--- src/rtl/adc_capture_ctrl.sv ---
// Triggered dual-channel ADC snapshot into a pair of ring buffers, with a programmable
// pre-trigger depth and status that lets firmware unroll the ring after capture.
module adc_capture_ctrl #(
    parameter int unsigned AW = 11,
    parameter int unsigned DW = 12
) (
    input  logic          sys_clk,
    input  logic          sys_rst,
    input  logic          cfg_arm,
    input  logic          cfg_abort,
    input  logic [1:0]    cfg_trig_mode,
    input  logic [DW-1:0] cfg_trig_level,
    input  logic [AW-1:0] cfg_pretrig,
    input  logic          ext_trig,
    input  logic          adc_vld,
    input  logic [DW-1:0] adc_ch0,
    input  logic [DW-1:0] adc_ch1,
    output logic          buf_wr,
    output logic [AW-1:0] buf_addr,
    output logic [DW-1:0] buf_data0,
    output logic [DW-1:0] buf_data1,
    output logic          sts_busy,
    output logic          sts_triggered,
    output logic          sts_done,
    output logic          sts_wrapped,
    output logic [AW-1:0] sts_trig_addr
);

    localparam int unsigned DEPTH = 2 ** AW;
    localparam int unsigned PW    = AW + 1;
    localparam logic [PW-1:0] DepthW = PW'(DEPTH);
    localparam logic [AW-1:0] PtrMax = AW'(DEPTH - 1);

    typedef enum logic [2:0] {
        StIdle,
        StPre,
        StWaitTrig,
        StPost,
        StDone
    } state_e;

    state_e state_q, state_d;

    logic [AW-1:0]        ptr_q, ptr_d;
    logic [AW-1:0]        pre_cnt_q, pre_cnt_d;
    logic [PW-1:0]        remaining_q, remaining_d;
    logic [1:0]           mode_q, mode_d;
    logic signed [DW-1:0] level_q, level_d;
    logic [AW-1:0]        pretrig_q, pretrig_d;
    logic signed [DW-1:0] prev_q, prev_d;
    logic                 prev_vld_q, prev_vld_d;
    logic                 ext_prev_q, ext_prev_d;
    logic                 ext_edge_q, ext_edge_d;

    logic                 buf_wr_q, buf_wr_d;
    logic [AW-1:0]        buf_addr_q, buf_addr_d;
    logic [DW-1:0]        buf_data0_q, buf_data0_d;
    logic [DW-1:0]        buf_data1_q, buf_data1_d;
    logic                 triggered_q, triggered_d;
    logic                 done_q, done_d;
    logic                 wrapped_q, wrapped_d;
    logic [AW-1:0]        trig_addr_q, trig_addr_d;

    logic                 busy;
    logic                 ext_rise;
    logic                 trig_hit;
    logic signed [DW-1:0] cur_smp;
    logic [PW-1:0]        post_init;

    assign busy      = (state_q == StPre) || (state_q == StWaitTrig) || (state_q == StPost);
    assign ext_rise  = ext_trig & ~ext_prev_q;
    assign cur_smp   = adc_ch0;
    // Writes still owed after the trigger sample itself.
    assign post_init = DepthW - {1'b0, pretrig_q} - PW'(1);

    always_comb begin
        trig_hit = 1'b0;
        case (mode_q)
            2'd0:    trig_hit = 1'b1;
            2'd1:    trig_hit = prev_vld_q && (prev_q < level_q) && (cur_smp >= level_q);
            2'd2:    trig_hit = prev_vld_q && (prev_q > level_q) && (cur_smp <= level_q);
            2'd3:    trig_hit = ext_edge_q;
            default: trig_hit = 1'b0;
        endcase
    end

    always_comb begin
        state_d     = state_q;
        ptr_d       = ptr_q;
        pre_cnt_d   = pre_cnt_q;
        remaining_d = remaining_q;
        mode_d      = mode_q;
        level_d     = level_q;
        pretrig_d   = pretrig_q;
        prev_d      = prev_q;
        prev_vld_d  = prev_vld_q;
        ext_prev_d  = ext_trig;
        // A pending edge is consumed by the next sample unless a fresh edge arrives with it.
        ext_edge_d  = (ext_edge_q & ~adc_vld) | ext_rise;
        buf_wr_d    = 1'b0;
        buf_addr_d  = buf_addr_q;
        buf_data0_d = buf_data0_q;
        buf_data1_d = buf_data1_q;
        triggered_d = triggered_q;
        done_d      = done_q;
        wrapped_d   = wrapped_q;
        trig_addr_d = trig_addr_q;

        if (cfg_abort) begin
            state_d     = StIdle;
            triggered_d = 1'b0;
            done_d      = 1'b0;
            wrapped_d   = 1'b0;
            trig_addr_d = '0;
        end else if (cfg_arm && !busy) begin
            mode_d      = cfg_trig_mode;
            level_d     = cfg_trig_level;
            pretrig_d   = cfg_pretrig;
            ptr_d       = '0;
            pre_cnt_d   = '0;
            remaining_d = '0;
            prev_d      = '0;
            prev_vld_d  = 1'b0;
            ext_edge_d  = 1'b0;
            triggered_d = 1'b0;
            done_d      = 1'b0;
            wrapped_d   = 1'b0;
            trig_addr_d = '0;
            state_d     = (cfg_pretrig == '0) ? StWaitTrig : StPre;
        end else if (busy && adc_vld) begin
            buf_wr_d    = 1'b1;
            buf_addr_d  = ptr_q;
            buf_data0_d = adc_ch0;
            buf_data1_d = adc_ch1;
            ptr_d       = ptr_q + AW'(1);
            prev_d      = cur_smp;
            prev_vld_d  = 1'b1;
            if ((state_q != StPost) && (ptr_q == PtrMax)) begin
                wrapped_d = 1'b1;
            end
            case (state_q)
                StPre: begin
                    pre_cnt_d = pre_cnt_q + AW'(1);
                    if (pre_cnt_q == pretrig_q - AW'(1)) begin
                        state_d = StWaitTrig;
                    end
                end
                StWaitTrig: begin
                    if (trig_hit) begin
                        triggered_d = 1'b1;
                        trig_addr_d = ptr_q;
                        if (post_init == '0) begin
                            state_d = StDone;
                            done_d  = 1'b1;
                        end else begin
                            state_d     = StPost;
                            remaining_d = post_init;
                        end
                    end
                end
                StPost: begin
                    if (remaining_q == PW'(1)) begin
                        state_d     = StDone;
                        done_d      = 1'b1;
                        remaining_d = '0;
                    end else begin
                        remaining_d = remaining_q - PW'(1);
                    end
                end
                default: ;
            endcase
        end
    end

    always_ff @(posedge sys_clk) begin
        if (sys_rst) begin
            state_q     <= StIdle;
            ptr_q       <= '0;
            pre_cnt_q   <= '0;
            remaining_q <= '0;
            mode_q      <= '0;
            level_q     <= '0;
            pretrig_q   <= '0;
            prev_q      <= '0;
            prev_vld_q  <= 1'b0;
            ext_prev_q  <= 1'b0;
            ext_edge_q  <= 1'b0;
            buf_wr_q    <= 1'b0;
            buf_addr_q  <= '0;
            buf_data0_q <= '0;
            buf_data1_q <= '0;
            triggered_q <= 1'b0;
            done_q      <= 1'b0;
            wrapped_q   <= 1'b0;
            trig_addr_q <= '0;
        end else begin
            state_q     <= state_d;
            ptr_q       <= ptr_d;
            pre_cnt_q   <= pre_cnt_d;
            remaining_q <= remaining_d;
            mode_q      <= mode_d;
            level_q     <= level_d;
            pretrig_q   <= pretrig_d;
            prev_q      <= prev_d;
            prev_vld_q  <= prev_vld_d;
            ext_prev_q  <= ext_prev_d;
            ext_edge_q  <= ext_edge_d;
            buf_wr_q    <= buf_wr_d;
            buf_addr_q  <= buf_addr_d;
            buf_data0_q <= buf_data0_d;
            buf_data1_q <= buf_data1_d;
            triggered_q <= triggered_d;
            done_q      <= done_d;
            wrapped_q   <= wrapped_d;
            trig_addr_q <= trig_addr_d;
        end
    end

    assign buf_wr        = buf_wr_q;
    assign buf_addr      = buf_addr_q;
    assign buf_data0     = buf_data0_q;
    assign buf_data1     = buf_data1_q;
    assign sts_busy      = busy;
    assign sts_triggered = triggered_q;
    assign sts_done      = done_q;
    assign sts_wrapped   = wrapped_q;
    assign sts_trig_addr = trig_addr_q;

endmodule

--- config.mk ---
export PLATFORM = sky130hd
export DESIGN_NAME = adc_capture_ctrl
export DESIGN_NICKNAME = d
export VERILOG_FILES = /design/src/rtl/adc_capture_ctrl.sv
export SDC_FILE = /design/constraint.sdc
export NUM_CORES = 1
export LEC_CHECK = 0
export BUFFER_PORTS_ARGS = -buffer_cell sky130_fd_sc_hd__buf_2
export CAP_MARGIN = 30
export CORE_UTILIZATION = 40
export CTS_CLUSTER_SIZE = 12
export DETAILED_ROUTE_END_ITERATION = 6
export MAX_ROUTING_LAYER = met4
export SYNTH_ARGS = -nofsm -noshare
export SYNTH_HDL_FRONTEND = slang
export SYNTH_SLANG_ARGS = --single-unit
--- constraint.sdc ---
create_clock -name sys_clk -period 4.7 [get_ports sys_clk]
set_input_delay 0.94 -clock sys_clk [delete_from_list [all_inputs] [get_ports sys_clk]]
set_output_delay 0.94 -clock sys_clk [all_outputs]
set_load 0.1 [all_outputs]
==> run metrics <==
Async S/R FF share, synth=0; crit path buf inv count=2; CTS Buf Count=17; Buffers on Ports=105; outcome=finished with violations; Power Density=384 mW/mm^2; GR Util All Layers=0.212; Post-Syn Area=0.00607 mm^2; CP dominant cell by count=o21a_1; crit share post-route=0.662; CTS tree=yes; final hold violations=0; Synth Area per Inst=8.08 um^2; deepest clock path buffer count=2; Max IR drop VDD=250 uV; critical path's slowest cell=a221oi_1; global-route wire length before repair=26,100 um; Syn Nets=836; Yosys reg bits=127; Vias/cell=5.35; Routed WL=15,700 um; H-tree levels=4; Reg clk slew, reported paths=60 ps; hold_ws=454 ps; count of cell types in the netlist=58; Finished Layout Cells=1,041; crit path kind=input port to flop; failing checks=design-rule violations; # Max-Cap Violations=0; total congestion overflow=0; CP top delay family=compound AO/OA/AOI/OAI gates; EDFF count, synth=0; number of global-route vias before repair=5,363; final net count=929; Util after Layout=0.501; drt drc=4; crit start category=input port; Die Wd=125 um; cts hold-fix bufs=0; Fill cells=1,418; Row Count=44; critical path arrival=3450 ps; Seq/Total Area, Yosys=0.419; Post-synth top flop=dfxtp_1; share of cells above drive strength 1=0.190; placed insts=1,009; register area=0.00254 mm^2; Ys Warns=0; Slew headroom=0.361; LEAKAGE=0.00304 uW; initial antenna violation count=0; clk_lat worst skew=410 ps; Pre-antenna DRT Iters=6; Synth top cells by count=153 x nand2_1, 127 x dfxtp_1, 104 x a21oi_1; CP endpoint kind=flop; Final GP Congestion=0.895; count leader, synth=nand2_1; worst slew pin tran=959 ps; setup TNS=0 ps; endpoints failing setup=0; die area=0.0157 mm^2; CP max stage delay=360 ps; HP Class=flop to flop; Area contributors post-synth=dfxtp_1 42%, nand2_1 9.5%, a21oi_1 8.6%; crit path cell chain=buf_2, ha_1, nand4_1, o21a_1, a31o_2, o21a_1, or2_0, a221oi_1, buf_4, mux2_2, nor2_1; multi-input logic area=0.00329 mm^2; Starting Density=0.415; hpwl dp=11,000 um; Syn-to-layout area delta=20.8%; die height=125 um; postcts setup bufs=0; routed wire length per instance=15.0 um; ANT nets after route=0; RSZ-0062 raised after global routing=no; clock sink count=127; clock skew=9.76 ps; minimum clock period=3110 ps; core area=0.0146 mm^2; post-synthesis instance total=751; CP max FO=21; Yosys top cell by area=dfxtp_1; Post-CTS Resized=0; drt initial violations=327; IO Count=106; vias=5,566; largest net degree at the start of global routing=53; achievable clock frequency=321 MHz; CP Data Required Time=5040 ps; Max Slew Vio Count=0; area share of the largest cell type after synthesis=0.419; clk root buf=clkbuf_16
-- cell type report --
class	instances	area share
Multi-Input combinational cell	562	0.448
Sequential cell	127	0.347
Timing Repair Buffer	113	0.0798
Clock buffer	18	0.0599
Tap cell	184	0.0314
Clock inverter	13	0.0223
Inverter	23	0.0118
Antenna cell	1	0.000341
-- cells by family after synthesis --
| family | share of synthesized area |
|---|---|
| AND/OR/NAND/NOR | 0.248 |
| AO/OA/AOI/OAI | 0.162 |
| flip-flops | 0.419 |
| buffers and inverters | 0.0418 |
| adder cells (fa/ha/maj) | 0.0618 |
| XOR/XNOR | 0.0375 |
| multiplexers | 0.0303 |
-- power by group --
| group | total, uW | switching [uW] | internal [uW] | leakage (uW) |
|---|---|---|---|---|
| logic | 344 | 212 | 132 | 0.00171 |
| clock network | 1340 | 489 | 846 | 0.000292 |
| registers | 1140 | 33.7 | 1110 | 0.00103 |
-- final timing paths --
check / start / to / slack, ps / cells past startpoint
setup / recovery: adc_ch0[11] / remaining_q[0] / 1590 / 11
hold / removal: buf_data0[2] / buf_data0[2] / 450 / 2
setup reg to reg: state_q[1] / pre_cnt_q[9] / 1670 / 7
hold reg to reg: buf_data0[2] / buf_data0[2] / 450 / 2
-- state kept, by name, summed over array words and instances (netlist names) --
name and flops:
buf_data0 12, buf_data1 12, level_q 12, prev_q 12
remaining_q 12, buf_addr 11, pre_cnt_q 11, pretrig_q 11
ptr_q 11, sts_trig_addr 11, state_q 3, mode_q 2
buf_wr 1, ext_edge_q 1, ext_prev_q 1, prev_vld_q 1
sts_done 1, sts_triggered 1, sts_wrapped 1
-- cells in the final DEF, fill, tap and decap left out, types with 4 or more instances in the layout --
cell,netlist,layout
nor2_1,53,53
dfxtp_1,127,127
a21o_1,4,4
ha_1,30,30
and3_1,9,9
or2_2,4,4
nor2b_1,12,12
nand2b_1,6,6
clkbuf_16,0,17
and2_1,4,4
o21ai_0,14,14
or3_1,5,5
nor4_1,6,6
xnor2_1,15,15
xor2_1,11,11
buf_4,1,8
mux2i_1,15,15
clkinv_4,0,4
a21oi_1,104,104
inv_1,23,23
nand4_1,15,15
nor3_1,19,19
buf_2,2,105
nand3_1,15,15
nand2_1,153,153
nand3b_1,5,5
o211ai_1,6,6
a211oi_1,4,4
o22ai_1,10,10
-- tightest hold or removal path: cells and delay by family, from the launching register on --
| family | cells | cell delay (ps) |
|---|---|---|
| AO/OA/AOI/OAI | 1 | 50 |
| flip-flops | 1 | 300 |
| AND/OR/NAND/NOR | 1 | 50 |
-- metal layers --
layer  share of wire  vias up  global-route usage
met4          0.0084        0              0.0545
met3           0.041       11              0.0471
li1                -     2778                   -
met1            0.46     2646               0.257
met2            0.49      131               0.357
met5               0        -                   -
-- stage by stage --
step / power, uW / instance area [um^2] / setup slack, ps
floorplan: 1410 / 6070 / 1560
global placement: 1500 / 6730 / 1260
detailed placement: 1500 / 6730 / 1210
CTS: 2840 / 7330 / 1630
global route: 2940 / 7330 / 1440
finish: 2820 / 7340 / 1590
Note: power is estimated with default switching activity, not from simulation.
